### src/rtl/smolproc_pkg.sv
// Shared types for the smolproc execution unit: opcodes, FSM states, captured-op payload
// and opcode-class helpers.
package smolproc_pkg;

  localparam int unsigned DATA_W = 8;
  localparam int unsigned ADDR_W = 2;
  localparam int unsigned MUL_W  = 2 * DATA_W;
  localparam int unsigned CNT_W  = 3;

  typedef enum logic [3:0] {
    OP_NOP = 4'd0,  OP_MOV = 4'd1,  OP_LDI = 4'd2,  OP_ADD = 4'd3,
    OP_SUB = 4'd4,  OP_AND = 4'd5,  OP_OR  = 4'd6,  OP_XOR = 4'd7,
    OP_NOT = 4'd8,  OP_SHL = 4'd9,  OP_SHR = 4'd10, OP_CMP = 4'd11,
    OP_MUL = 4'd12, OP_R13 = 4'd13, OP_R14 = 4'd14, OP_R15 = 4'd15
  } opcode_e;

  typedef enum logic [1:0] {
    ST_IDLE = 2'd0,
    ST_EXEC = 2'd1,
    ST_WB   = 2'd2
  } exec_state_e;

  typedef struct packed {
    opcode_e             code;
    logic [ADDR_W-1:0]   rd;
    logic [DATA_W-1:0]   imm;
    logic                use_imm;
  } op_t;

  function automatic logic uses_a(opcode_e op);
    return (op == OP_MOV) || ((op >= OP_ADD) && (op <= OP_CMP)) || (op == OP_MUL);
  endfunction

  function automatic logic uses_b(opcode_e op);
    return ((op >= OP_ADD) && (op <= OP_XOR)) || (op == OP_CMP) || (op == OP_MUL);
  endfunction

  function automatic logic writes_rd(opcode_e op);
    return (op == OP_MOV) || (op == OP_LDI) || ((op >= OP_ADD) && (op <= OP_SHR)) || (op == OP_MUL);
  endfunction

  function automatic logic has_flags(opcode_e op);
    return (op >= OP_MOV) && (op <= OP_MUL);
  endfunction

  function automatic logic sets_carry(opcode_e op);
    return (op == OP_ADD) || (op == OP_SUB) || (op == OP_CMP) ||
           (op == OP_SHL) || (op == OP_SHR) || (op == OP_MUL);
  endfunction

endpackage

### src/rtl/exec_unit_if.sv
// Operation handshake plus register-file read/write ports of the execution unit.
interface exec_unit_if
  import smolproc_pkg::*;
();
  logic              op_valid;
  logic              op_ready;
  logic [3:0]        op_code;
  logic [ADDR_W-1:0] op_rd;
  logic [ADDR_W-1:0] op_rs_a;
  logic [ADDR_W-1:0] op_rs_b;
  logic [DATA_W-1:0] op_imm;
  logic              op_use_imm;

  logic              rf_read_en_A;
  logic              rf_read_en_B;
  logic [ADDR_W-1:0] rf_addr_read_A;
  logic [ADDR_W-1:0] rf_addr_read_B;
  logic [DATA_W-1:0] rf_data_A;
  logic [DATA_W-1:0] rf_data_B;

  logic              rf_write_en;
  logic [ADDR_W-1:0] rf_addr_write;
  logic [DATA_W-1:0] rf_data_in;

  // Upstream / register-file side
  modport master (
    output op_valid, op_code, op_rd, op_rs_a, op_rs_b, op_imm, op_use_imm,
    output rf_data_A, rf_data_B,
    input  op_ready, rf_read_en_A, rf_read_en_B, rf_addr_read_A, rf_addr_read_B,
    input  rf_write_en, rf_addr_write, rf_data_in
  );

  // Execution-unit side
  modport slave (
    input  op_valid, op_code, op_rd, op_rs_a, op_rs_b, op_imm, op_use_imm,
    input  rf_data_A, rf_data_B,
    output op_ready, rf_read_en_A, rf_read_en_B, rf_addr_read_A, rf_addr_read_B,
    output rf_write_en, rf_addr_write, rf_data_in
  );
endinterface

### src/rtl/alu8.sv
// Single-cycle 8-bit ALU; MUL is sequenced by the caller and yields zero here.
module alu8
  import smolproc_pkg::*;
(
  input  logic [DATA_W-1:0] a,
  input  logic [DATA_W-1:0] b,
  input  opcode_e           opcode,
  output logic [DATA_W-1:0] result,
  output logic              carry
);
  logic [DATA_W:0] sum;

  always_comb begin
    sum    = (DATA_W+1)'(a) + (DATA_W+1)'(b);
    result = '0;
    carry  = 1'b0;
    unique case (opcode)
      OP_MOV: result = a;
      OP_LDI: result = b;
      OP_ADD: begin result = sum[DATA_W-1:0]; carry = sum[DATA_W]; end
      OP_SUB,
      OP_CMP: begin result = a - b; carry = (a < b); end
      OP_AND: result = a & b;
      OP_OR:  result = a | b;
      OP_XOR: result = a ^ b;
      OP_NOT: result = ~a;
      OP_SHL: begin result = {a[DATA_W-2:0], 1'b0}; carry = a[DATA_W-1]; end
      OP_SHR: begin result = {1'b0, a[DATA_W-1:1]}; carry = a[0]; end
      default: ;
    endcase
  end
endmodule

### src/rtl/exec_unit.sv
// Multi-cycle execution unit: IDLE accepts and reads operands, EXEC computes (8 cycles
// of shift-add for MUL), WB drives the registered write port for one cycle.
module exec_unit
  import smolproc_pkg::*;
(
  input  logic       clk,
  input  logic       sync_rst,
  exec_unit_if.slave bus,
  output logic       flag_z,
  output logic       flag_c,
  output logic       busy
);
  exec_state_e       state_q, state_d;
  op_t               op_q;
  opcode_e           in_code;
  logic [CNT_W-1:0]  cnt_q;
  logic [MUL_W-1:0]  acc_q, acc_sum, partial;
  logic [DATA_W-1:0] a_q, b_q, a_op, b_op, b_src, alu_res, res;
  logic              alu_carry, carry, first;
  logic              wr_en_q;
  logic [ADDR_W-1:0] wr_addr_q;
  logic [DATA_W-1:0] wr_data_q;

  assign in_code = opcode_e'(bus.op_code);

  always_ff @(posedge clk) begin
    if (sync_rst) state_q <= ST_IDLE;
    else          state_q <= state_d;
  end

  always_comb begin
    state_d = state_q;
    unique case (state_q)
      ST_IDLE: if (bus.op_valid) state_d = ST_EXEC;
      ST_EXEC: if ((op_q.code != OP_MUL) || (cnt_q == CNT_W'(7))) state_d = ST_WB;
      ST_WB:   state_d = ST_IDLE;
      default: state_d = ST_IDLE;
    endcase
  end

  always_comb begin
    bus.op_ready       = (state_q == ST_IDLE);
    busy               = (state_q != ST_IDLE);
    bus.rf_read_en_A   = 1'b0;
    bus.rf_read_en_B   = 1'b0;
    bus.rf_addr_read_A = bus.op_rs_a;
    bus.rf_addr_read_B = bus.op_rs_b;
    if ((state_q == ST_IDLE) && bus.op_valid && !sync_rst) begin
      bus.rf_read_en_A = uses_a(in_code);
      bus.rf_read_en_B = uses_b(in_code) && !bus.op_use_imm;
    end
  end

  assign bus.rf_write_en   = wr_en_q;
  assign bus.rf_addr_write = wr_addr_q;
  assign bus.rf_data_in    = wr_data_q;

  // Register-file data is only valid in the first EXEC cycle; MUL keeps a copy after that.
  assign first   = (cnt_q == '0);
  assign b_src   = (op_q.use_imm || (op_q.code == OP_LDI)) ? op_q.imm : bus.rf_data_B;
  assign a_op    = first ? bus.rf_data_A : a_q;
  assign b_op    = first ? b_src : b_q;
  assign partial = b_op[cnt_q] ? (MUL_W'(a_op) << cnt_q) : '0;
  assign acc_sum = acc_q + partial;

  alu8 u_alu (
    .a      (a_op),
    .b      (b_op),
    .opcode (op_q.code),
    .result (alu_res),
    .carry  (alu_carry)
  );

  assign res   = (op_q.code == OP_MUL) ? acc_sum[DATA_W-1:0] : alu_res;
  assign carry = (op_q.code == OP_MUL) ? (acc_sum[MUL_W-1:DATA_W] != '0) : alu_carry;

  always_ff @(posedge clk) begin
    if (sync_rst) begin
      op_q      <= '{code: OP_NOP, rd: '0, imm: '0, use_imm: 1'b0};
      cnt_q     <= '0;
      acc_q     <= '0;
      a_q       <= '0;
      b_q       <= '0;
      flag_z    <= 1'b0;
      flag_c    <= 1'b0;
      wr_en_q   <= 1'b0;
      wr_addr_q <= '0;
      wr_data_q <= '0;
    end else begin
      wr_en_q   <= 1'b0;
      wr_addr_q <= '0;
      wr_data_q <= '0;
      if ((state_q == ST_IDLE) && bus.op_valid) begin
        op_q  <= '{code: in_code, rd: bus.op_rd, imm: bus.op_imm, use_imm: bus.op_use_imm};
        cnt_q <= '0;
        acc_q <= '0;
      end
      if (state_q == ST_EXEC) begin
        if (op_q.code == OP_MUL) begin
          a_q   <= a_op;
          b_q   <= b_op;
          acc_q <= acc_sum;
          cnt_q <= cnt_q + CNT_W'(1);
        end
        // Results and flags land on the EXEC-to-WB edge.
        if (state_d == ST_WB) begin
          if (writes_rd(op_q.code)) begin
            wr_en_q   <= 1'b1;
            wr_addr_q <= op_q.rd;
            wr_data_q <= res;
          end
          if (has_flags(op_q.code))  flag_z <= (res == '0);
          if (sets_carry(op_q.code)) flag_c <= carry;
        end
      end
    end
  end
endmodule

### src/flat_wrapper.sv
// flat-port wrapper written by rule: the top's interface ports become plain ports
module exec_unit_flat import smolproc_pkg::*;
  (clk, sync_rst, flag_z, flag_c, busy, bus_op_valid, bus_op_code, bus_op_rd, bus_op_rs_a, bus_op_rs_b, bus_op_imm, bus_op_use_imm, bus_rf_data_A, bus_rf_data_B, bus_op_ready, bus_rf_read_en_A, bus_rf_read_en_B, bus_rf_addr_read_A, bus_rf_addr_read_B, bus_rf_write_en, bus_rf_addr_write, bus_rf_data_in);
  exec_unit_if bus_i ();
  input  logic clk;
  input  logic sync_rst;
  output logic flag_z;
  output logic flag_c;
  output logic busy;
  input wire logic [$bits(bus_i.op_valid)-1:0] bus_op_valid;
  input wire logic [$bits(bus_i.op_code)-1:0] bus_op_code;
  input wire logic [$bits(bus_i.op_rd)-1:0] bus_op_rd;
  input wire logic [$bits(bus_i.op_rs_a)-1:0] bus_op_rs_a;
  input wire logic [$bits(bus_i.op_rs_b)-1:0] bus_op_rs_b;
  input wire logic [$bits(bus_i.op_imm)-1:0] bus_op_imm;
  input wire logic [$bits(bus_i.op_use_imm)-1:0] bus_op_use_imm;
  input wire logic [$bits(bus_i.rf_data_A)-1:0] bus_rf_data_A;
  input wire logic [$bits(bus_i.rf_data_B)-1:0] bus_rf_data_B;
  output wire logic [$bits(bus_i.op_ready)-1:0] bus_op_ready;
  output wire logic [$bits(bus_i.rf_read_en_A)-1:0] bus_rf_read_en_A;
  output wire logic [$bits(bus_i.rf_read_en_B)-1:0] bus_rf_read_en_B;
  output wire logic [$bits(bus_i.rf_addr_read_A)-1:0] bus_rf_addr_read_A;
  output wire logic [$bits(bus_i.rf_addr_read_B)-1:0] bus_rf_addr_read_B;
  output wire logic [$bits(bus_i.rf_write_en)-1:0] bus_rf_write_en;
  output wire logic [$bits(bus_i.rf_addr_write)-1:0] bus_rf_addr_write;
  output wire logic [$bits(bus_i.rf_data_in)-1:0] bus_rf_data_in;
  assign bus_i.op_valid = bus_op_valid;
  assign bus_i.op_code = bus_op_code;
  assign bus_i.op_rd = bus_op_rd;
  assign bus_i.op_rs_a = bus_op_rs_a;
  assign bus_i.op_rs_b = bus_op_rs_b;
  assign bus_i.op_imm = bus_op_imm;
  assign bus_i.op_use_imm = bus_op_use_imm;
  assign bus_i.rf_data_A = bus_rf_data_A;
  assign bus_i.rf_data_B = bus_rf_data_B;
  assign bus_op_ready = bus_i.op_ready;
  assign bus_rf_read_en_A = bus_i.rf_read_en_A;
  assign bus_rf_read_en_B = bus_i.rf_read_en_B;
  assign bus_rf_addr_read_A = bus_i.rf_addr_read_A;
  assign bus_rf_addr_read_B = bus_i.rf_addr_read_B;
  assign bus_rf_write_en = bus_i.rf_write_en;
  assign bus_rf_addr_write = bus_i.rf_addr_write;
  assign bus_rf_data_in = bus_i.rf_data_in;
  exec_unit u_core (.clk(clk), .sync_rst(sync_rst), .bus(bus_i), .flag_z(flag_z), .flag_c(flag_c), .busy(busy));
endmodule
### config.mk
export PLATFORM = sky130hd
export DESIGN_NAME = exec_unit_flat
export DESIGN_NICKNAME = d
export VERILOG_FILES = /design/src/rtl/smolproc_pkg.sv /design/src/rtl/exec_unit_if.sv /design/src/rtl/alu8.sv /design/src/rtl/exec_unit.sv /design/src/flat_wrapper.sv
export SDC_FILE = /design/constraint.sdc
export NUM_CORES = 1
export LEC_CHECK = 0
export BUFFER_PORTS_ARGS = -buffer_cell sky130_fd_sc_hd__buf_4
export CORE_ASPECT_RATIO = 1.1
export CORE_MARGIN = 2
export CORE_UTILIZATION = 55
export DETAILED_ROUTE_END_ITERATION = 16
export PLACE_DENSITY_LB_ADDON = 0.3
export RECOVER_POWER = 25
export SETUP_SLACK_MARGIN = 0.1
export SLEW_MARGIN = 20
export SYNTH_ARGS = -nofsm -noshare
export SYNTH_HDL_FRONTEND = slang
export SYNTH_SLANG_ARGS = --single-unit
### constraint.sdc
create_clock -name clk -period 12.4 [get_ports clk]
set_clock_uncertainty 0.05 [all_clocks]
set_input_delay 2.48 -clock clk [delete_from_list [all_inputs] [get_ports clk]]
set_output_delay 2.48 -clock clk [all_outputs]
set_load 0.01 [all_outputs]
## Word-level counts from Yosys, hierarchy flattened

Cells that the tools add are included.

- Flip-flop bits (word level): 65
- Input port bits: 38
- Output and inout bits: 21
- Logic and storage cells: 110

- Add/subtract/negate cells: 4
- $lt $le $gt $ge: 9
- Equal/unequal tests: 19
- Shifts and indexed selects: 1
- Multiplexer cells: 22
- Bitwise logic cells: 7
- Reduce and logical (&&, ||, !) cells: 34

Operators by type and width:

| operator | number |
|---|---|
| 8-bit one-hot mux with 10 select lines | 1 |
| 16-bit 2-to-1 mux | 4 |
| 8-bit 2-to-1 mux | 4 |
| 4-bit == test (second input constant) | 7 |
| 16-bit adder | 1 |
| 4-bit by 3-bit == test with 1-bit output (second input constant) | 4 |
| 8-bit by 3-bit << shifter with 16-bit output | 1 |
| 1-bit logical OR | 14 |
| 4-bit less-or-equal comparator (second input constant) | 3 |
| 8-bit by 8-bit adder with 9-bit output | 1 |
| 3-bit 2-to-1 mux | 3 |
| 8-bit AND | 1 |
| 4-bit by 1-bit == test with 1-bit output (second input constant) | 2 |
| 4-bit by 2-bit == test with 1-bit output (second input constant) | 2 |
| 4-bit by 2-bit >= comparator with 1-bit output (second input constant) | 2 |
| 8-bit logical NOT | 1 |
| 8-bit < comparator | 1 |
| 8-bit inverter | 1 |
| 8-bit OR | 1 |
| 8-bit nonzero test | 1 |
| 8-bit subtractor | 1 |
| 8-bit bitwise XOR | 1 |
| 1-bit logical AND | 7 |
| 3-bit AND reduction | 2 |
| 22 further kinds | 30 |

## Logic depth before layout (Yosys ltp)

- Word-level depth: 10
- Depth in mapped cells: 21

## Hierarchy

A second synthesis with hierarchy kept.

- Cell total of the unflattened synthesis: 763
- Area, all modules: 5746.8 um^2

By module, submodules not included:

| module | times used | cells each | area each (um^2) |
|---|---|---|---|
| exec_unit | 1 | 528 | 4093.9 |
| alu8 | 1 | 235 | 1652.8 |

## Least setup slack after synthesis

No wires, ideal clock.

- Path kind: input to register
- From: in bus_rf_data_B[1]
- To: reg u_core.flag_z
- Library setup time: 84 ps
- Arrival time: 5622 ps
- Required time: 12266 ps
- Setup slack: 6643 ps
- Stages on the path: 13
- Cells stage by stage: nand3_1 -> a31oi_1 -> mux4_2 -> nand2b_2 -> or2_2 -> fa_1 -> xor2_1 -> o22ai_1 -> a221o_1 -> or3_1 -> nor4_1 -> nand4b_1 -> o31ai_2

- Cells in the longest elaborated chain, start to end: 8
- Elaborated cells between the ends (all ways): 14
- Classes of those cells: add/sub (3); mux (7); bitwise (3); reduce/logical (1)

Ends and longest elaborated chain:

| item | line | source |
|---|---|---|
| start, declared | flat_wrapper.sv:18 | `input wire logic [$bits(bus_i.rf_data_B)-1:0] bus_rf_data_B;` |
| 8-bit 2-to-1 mux (*) | exec_unit.sv:60 | `assign b_src = (op_q.use_imm \|\| (op_q.code == OP_LDI)) ? op_q.imm : bus.rf_data_B;` |
| 8-bit 2-to-1 mux (*) | exec_unit.sv:62 | `assign b_op = first ? b_src : b_q;` |
| via u_core.b_op[1] | exec_unit.sv:18 | `logic [DATA_W-1:0] a_q, b_q, a_op, b_op, b_src, alu_res, res;` |
| 1-bit binary-select mux with 3-bit select | exec_unit.sv:63 | `assign partial = b_op[cnt_q] ? (MUL_W'(a_op) << cnt_q) : '0;` |
| 1-bit 2-to-1 mux (implied by the code) | exec_unit.sv:63 |  |
| 16-bit 2-to-1 mux | exec_unit.sv:63 |  |
| 16-bit adder | exec_unit.sv:64 | `assign acc_sum = acc_q + partial;` |
| 8-bit 2-to-1 mux (*) | exec_unit.sv:74 | `assign res = (op_q.code == OP_MUL) ? acc_sum[DATA_W-1:0] : alu_res;` |
| 8-bit logical NOT (*) | exec_unit.sv:112 | `if (has_flags(op_q.code)) flag_z <= (res == '0);` |
| end signal, assigned | exec_unit.sv:112 |  |
| end, declared | exec_unit.sv:9 | `output logic flag_z,` |

The timed path passes the listed nets; every way through them passes the cells marked *. The select of a mux whose other input is x is not followed.
A chain may end at the register's enable or synchronous reset.

## Worst setup path in the final report

- From: in sync_rst
- To: out bus_rf_read_en_A

- Cells in the longest elaborated chain, start to end: 3

Ends and longest elaborated chain:

| item | line | source |
|---|---|---|
| start, declared | flat_wrapper.sv:6 | `input logic sync_rst;` |
| 1-bit logical NOT | exec_unit.sv:48 | `if ((state_q == ST_IDLE) && bus.op_valid && !sync_rst) begin` |
| 1-bit logical AND | exec_unit.sv:48 |  |
| 1-bit 2-to-1 mux | exec_unit.sv:48 |  |
| end, declared | flat_wrapper.sv:20 | `output wire logic [$bits(bus_i.rf_read_en_A)-1:0] bus_rf_read_en_A;` |

Every way passes these cells.

==> run summary <==
Synth unique cells = 82
Slowest stage delay, CP = 1.71 ns
Routed WL = 17,400 um
Root buffer cell = clkbuf_8
Initial DRC count = 512
Grt total ovfl = 0
WHS = 0.410 ns
Crit Path Max Fanout = 53
Mapped Nets = 832
CP arrival = 4.61 ns
Antenna diode count = 0
Period utilization = 57.6%
Main area contributors after synthesis = dfxtp_1 23%, ha_1 9.3%, nor2_1 5.6%
Failing checks = max-capacitance violations, max-slew violations
1st-pass router iterations = 5
P per Cell Area = 93.5 nW/um^2
Worst path cell trace = clkbuf_1 > nor3_1 > buf_4
Final WS setup = 5.26 ns
Setup TNS = 0 ns
Largest net degree at the start of global routing = 54
Fin crit period = 7.14 ns
Synth Instances = 749
Layout fillers = 920
Worst-Skew Late Latency = 0.37 ns
Cts-stage hold buffer count = 0
Total of max-cap violations = 1
Remaining antenna violation count = 0
Async SR Flop Fraction = 0%
Vias in the first global route = 5,394
Final Hold Fails = 0
Warning count from the yosys run = 0
Post-route DRC = 0
Placer Congestion = 0.968
Synth top area share = 23.0%
Postcts setup bufs = 0
First-pass GRT wire length = 28,100 um
Slew Limit Fails = 54
Slowest CP cell = clkbuf_1
Clk sinks = 65
R2r setup slk = 6.68 ns
Part of the Yosys area used for sequential elements = 23.0%
Post-cts sizing count = 0
Synth area leader = dfxtp_1
Clock Pin Slew Worst Setup and Hold Paths = 0.09 ns
Max clock buf depth = 2
VDD IR max = 0.0000642 V
RSZ-0062 raised after global routing = no
Worst r2r path cells = 17
Mapped Area = 5660 sq um
Leakage = 2.67 nW
Final setup viols = 0
Detailed placement HPWL = 13,100 um
Startpoint types = primary input
CP Class = primary input to primary output
Area Overhead vs Synth = 9.83%
DR WL/cell = 19.5 um
Vias = 5,751
Ys flop type = dfxtp_1
Fraction of layout cells with a size suffix above 1 = 13.8%
Commonest cells in the synthesized netlist = 84 x nor2_1, 83 x nand2_1, 65 x dfxtp_1
Slew HR = -63.2%
Worst R2R Start = u_core.cnt_q[0]
Top-Level Pins = 59
Non-Filler Instances = 893
Post-synth EDFFs = 0
FMAX = 0.140 GHz
Nets = 851
Inst Count DP = 877
H-tree Lvls = 3
PortBufs = 50
Starting Density = 57.0%
Outcome = finished with violations
Initial antenna violation count = 0
GRT Overall Usage = 31.6%
Worst Tran Pin Value = 2.45 ns
Row Count = 38
Area of the core = 9940 sq um
Worst hold path class = flop to flop
Chip Width = 101 um
Full die area = 11,100 sq um
CTS tree = yes
Synth Register Bits = 65
CP endpoint = bus_rf_read_en_A
R2r endpoint = u_core.flag_c
Chip height = 110 um
Total CTS buffers = 9
DR vias/cell = 6.44
Crit. End Element = primary output
Syn avg cell area = 7.56 sq um
CP Launch Point = sync_rst
Worst EP required = 9.87 ns
Worst slack, placed = 6.10 ns
Count leader, synth = nor2_1
-- how the worst min path moves through the flow --
stage | startpoint | to | slack (ns) | cells after the start
after global placement | u_core.op_q[10] | u_core.bus.rf_addr_write[1] | 0.39 | 1
after detailed placement | u_core.op_q[10] | u_core.bus.rf_addr_write[1] | 0.40 | 1
after global routing | u_core.op_q[10] | u_core.bus.rf_addr_write[1] | 0.43 | 1
after CTS | u_core.op_q[9] | u_core.op_q[9] | 0.41 | 2
after floorplan | u_core.op_q[9] | u_core.bus.rf_addr_write[0] | 0.38 | 1
final | u_core.op_q[9] | u_core.op_q[9] | 0.41 | 2
-- per-layer routing --
metal / track usage [%] / vias to the layer above / routed length (um)
met4: 11.1 / 0 / 542
met3: 6.52 / 30 / 1500
met2: 49.6 / 269 / 8100
li1: - / 2738 / -
met1: 42.8 / 2714 / 7260
met5: 0 / - / 0
-- per-stage QoR --
| stage | total power [mW] | utilization (%) | cell area, sq um |
|---|---|---|---|
| floorplan | 0.320 | - | 5660 |
| global placement | 0.363 | 60.3 | 5990 |
| detailed placement | 0.363 | 60.3 | 5990 |
| CTS | 0.578 | 62.6 | 6220 |
| global route | 0.606 | 62.6 | 6220 |
| finish | 0.581 | 62.6 | 6220 |
-- cells in the final DEF (no fill, tap or decap), drive strengths merged, types with 4 or more instances in the layout --
master / n
dfxtp: 65
nor3: 15
a221o: 6
or3: 4
and2: 15
nand2b: 9
a21oi: 58
xor2: 4
a21o: 6
o211ai: 12
o221ai: 5
a211oi: 17
nor2: 84
o2111ai: 5
buf: 58
o21ai: 36
nand3: 29
and3: 7
o21bai: 5
nor2b: 9
nand3b: 5
mux2i: 30
a21boi: 4
xnor2: 4
o22ai: 10
clkbuf: 10
or2: 7
nand2: 84
a31oi: 20
inv: 41
ha: 42
o21a: 7
-- final cells by class --
type | instances | area [sq um] | area share, %
clock buffers | 9 | 124 | 1.99
clock inverters | 7 | 108 | 1.73
inverters | 37 | 139 | 2.23
multi-input cells | 596 | 3960 | 63.6
flip-flops and latches | 65 | 1300 | 20.9
well taps | 120 | 150 | 2.41
repair buffers | 59 | 439 | 7.06
-- critical path, delay by kind of cell --
family	cells	cell delay, ns
buffers and inverters	2	1.96
AND/OR/NAND/NOR	1	0.16
-- flip-flops by register name (all words and copies together), names as in the netlist --
signal,count
u_core.acc_q,16
u_core.op_q,15
u_core.a_q,8
u_core.b_q,8
u_core.bus.rf_data_in,8
u_core.cnt_q,3
u_core.bus.rf_addr_write,2
u_core.state_q,2
u_core.bus.rf_write_en,1
u_core.flag_c,1
u_core.flag_z,1
-- logic make-up (layout without fill, tap and decap cells) --
| family | count (synthesis) | count (layout) | share of synthesized area (%) |
|---|---|---|---|
| adder cells (fa/ha/maj) | 45 | 45 | 10.3 |
| XOR/XNOR | 8 | 8 | 1.24 |
| flip-flops | 65 | 65 | 23.0 |
| AND/OR/NAND/NOR | 286 | 286 | 24.9 |
| buffers and inverters | 88 | 112 | 7.16 |
| AO/OA/AOI/OAI | 223 | 223 | 26.5 |
| multiplexers | 34 | 34 | 6.92 |
-- where the power goes --
part	switching, mW	internal (mW)
Sequential	0.00449	0.213
Clock	0.101	0.117
Combinational	0.0900	0.0558
Total	0.195	0.386
Power figures use the tool's default switching activity.
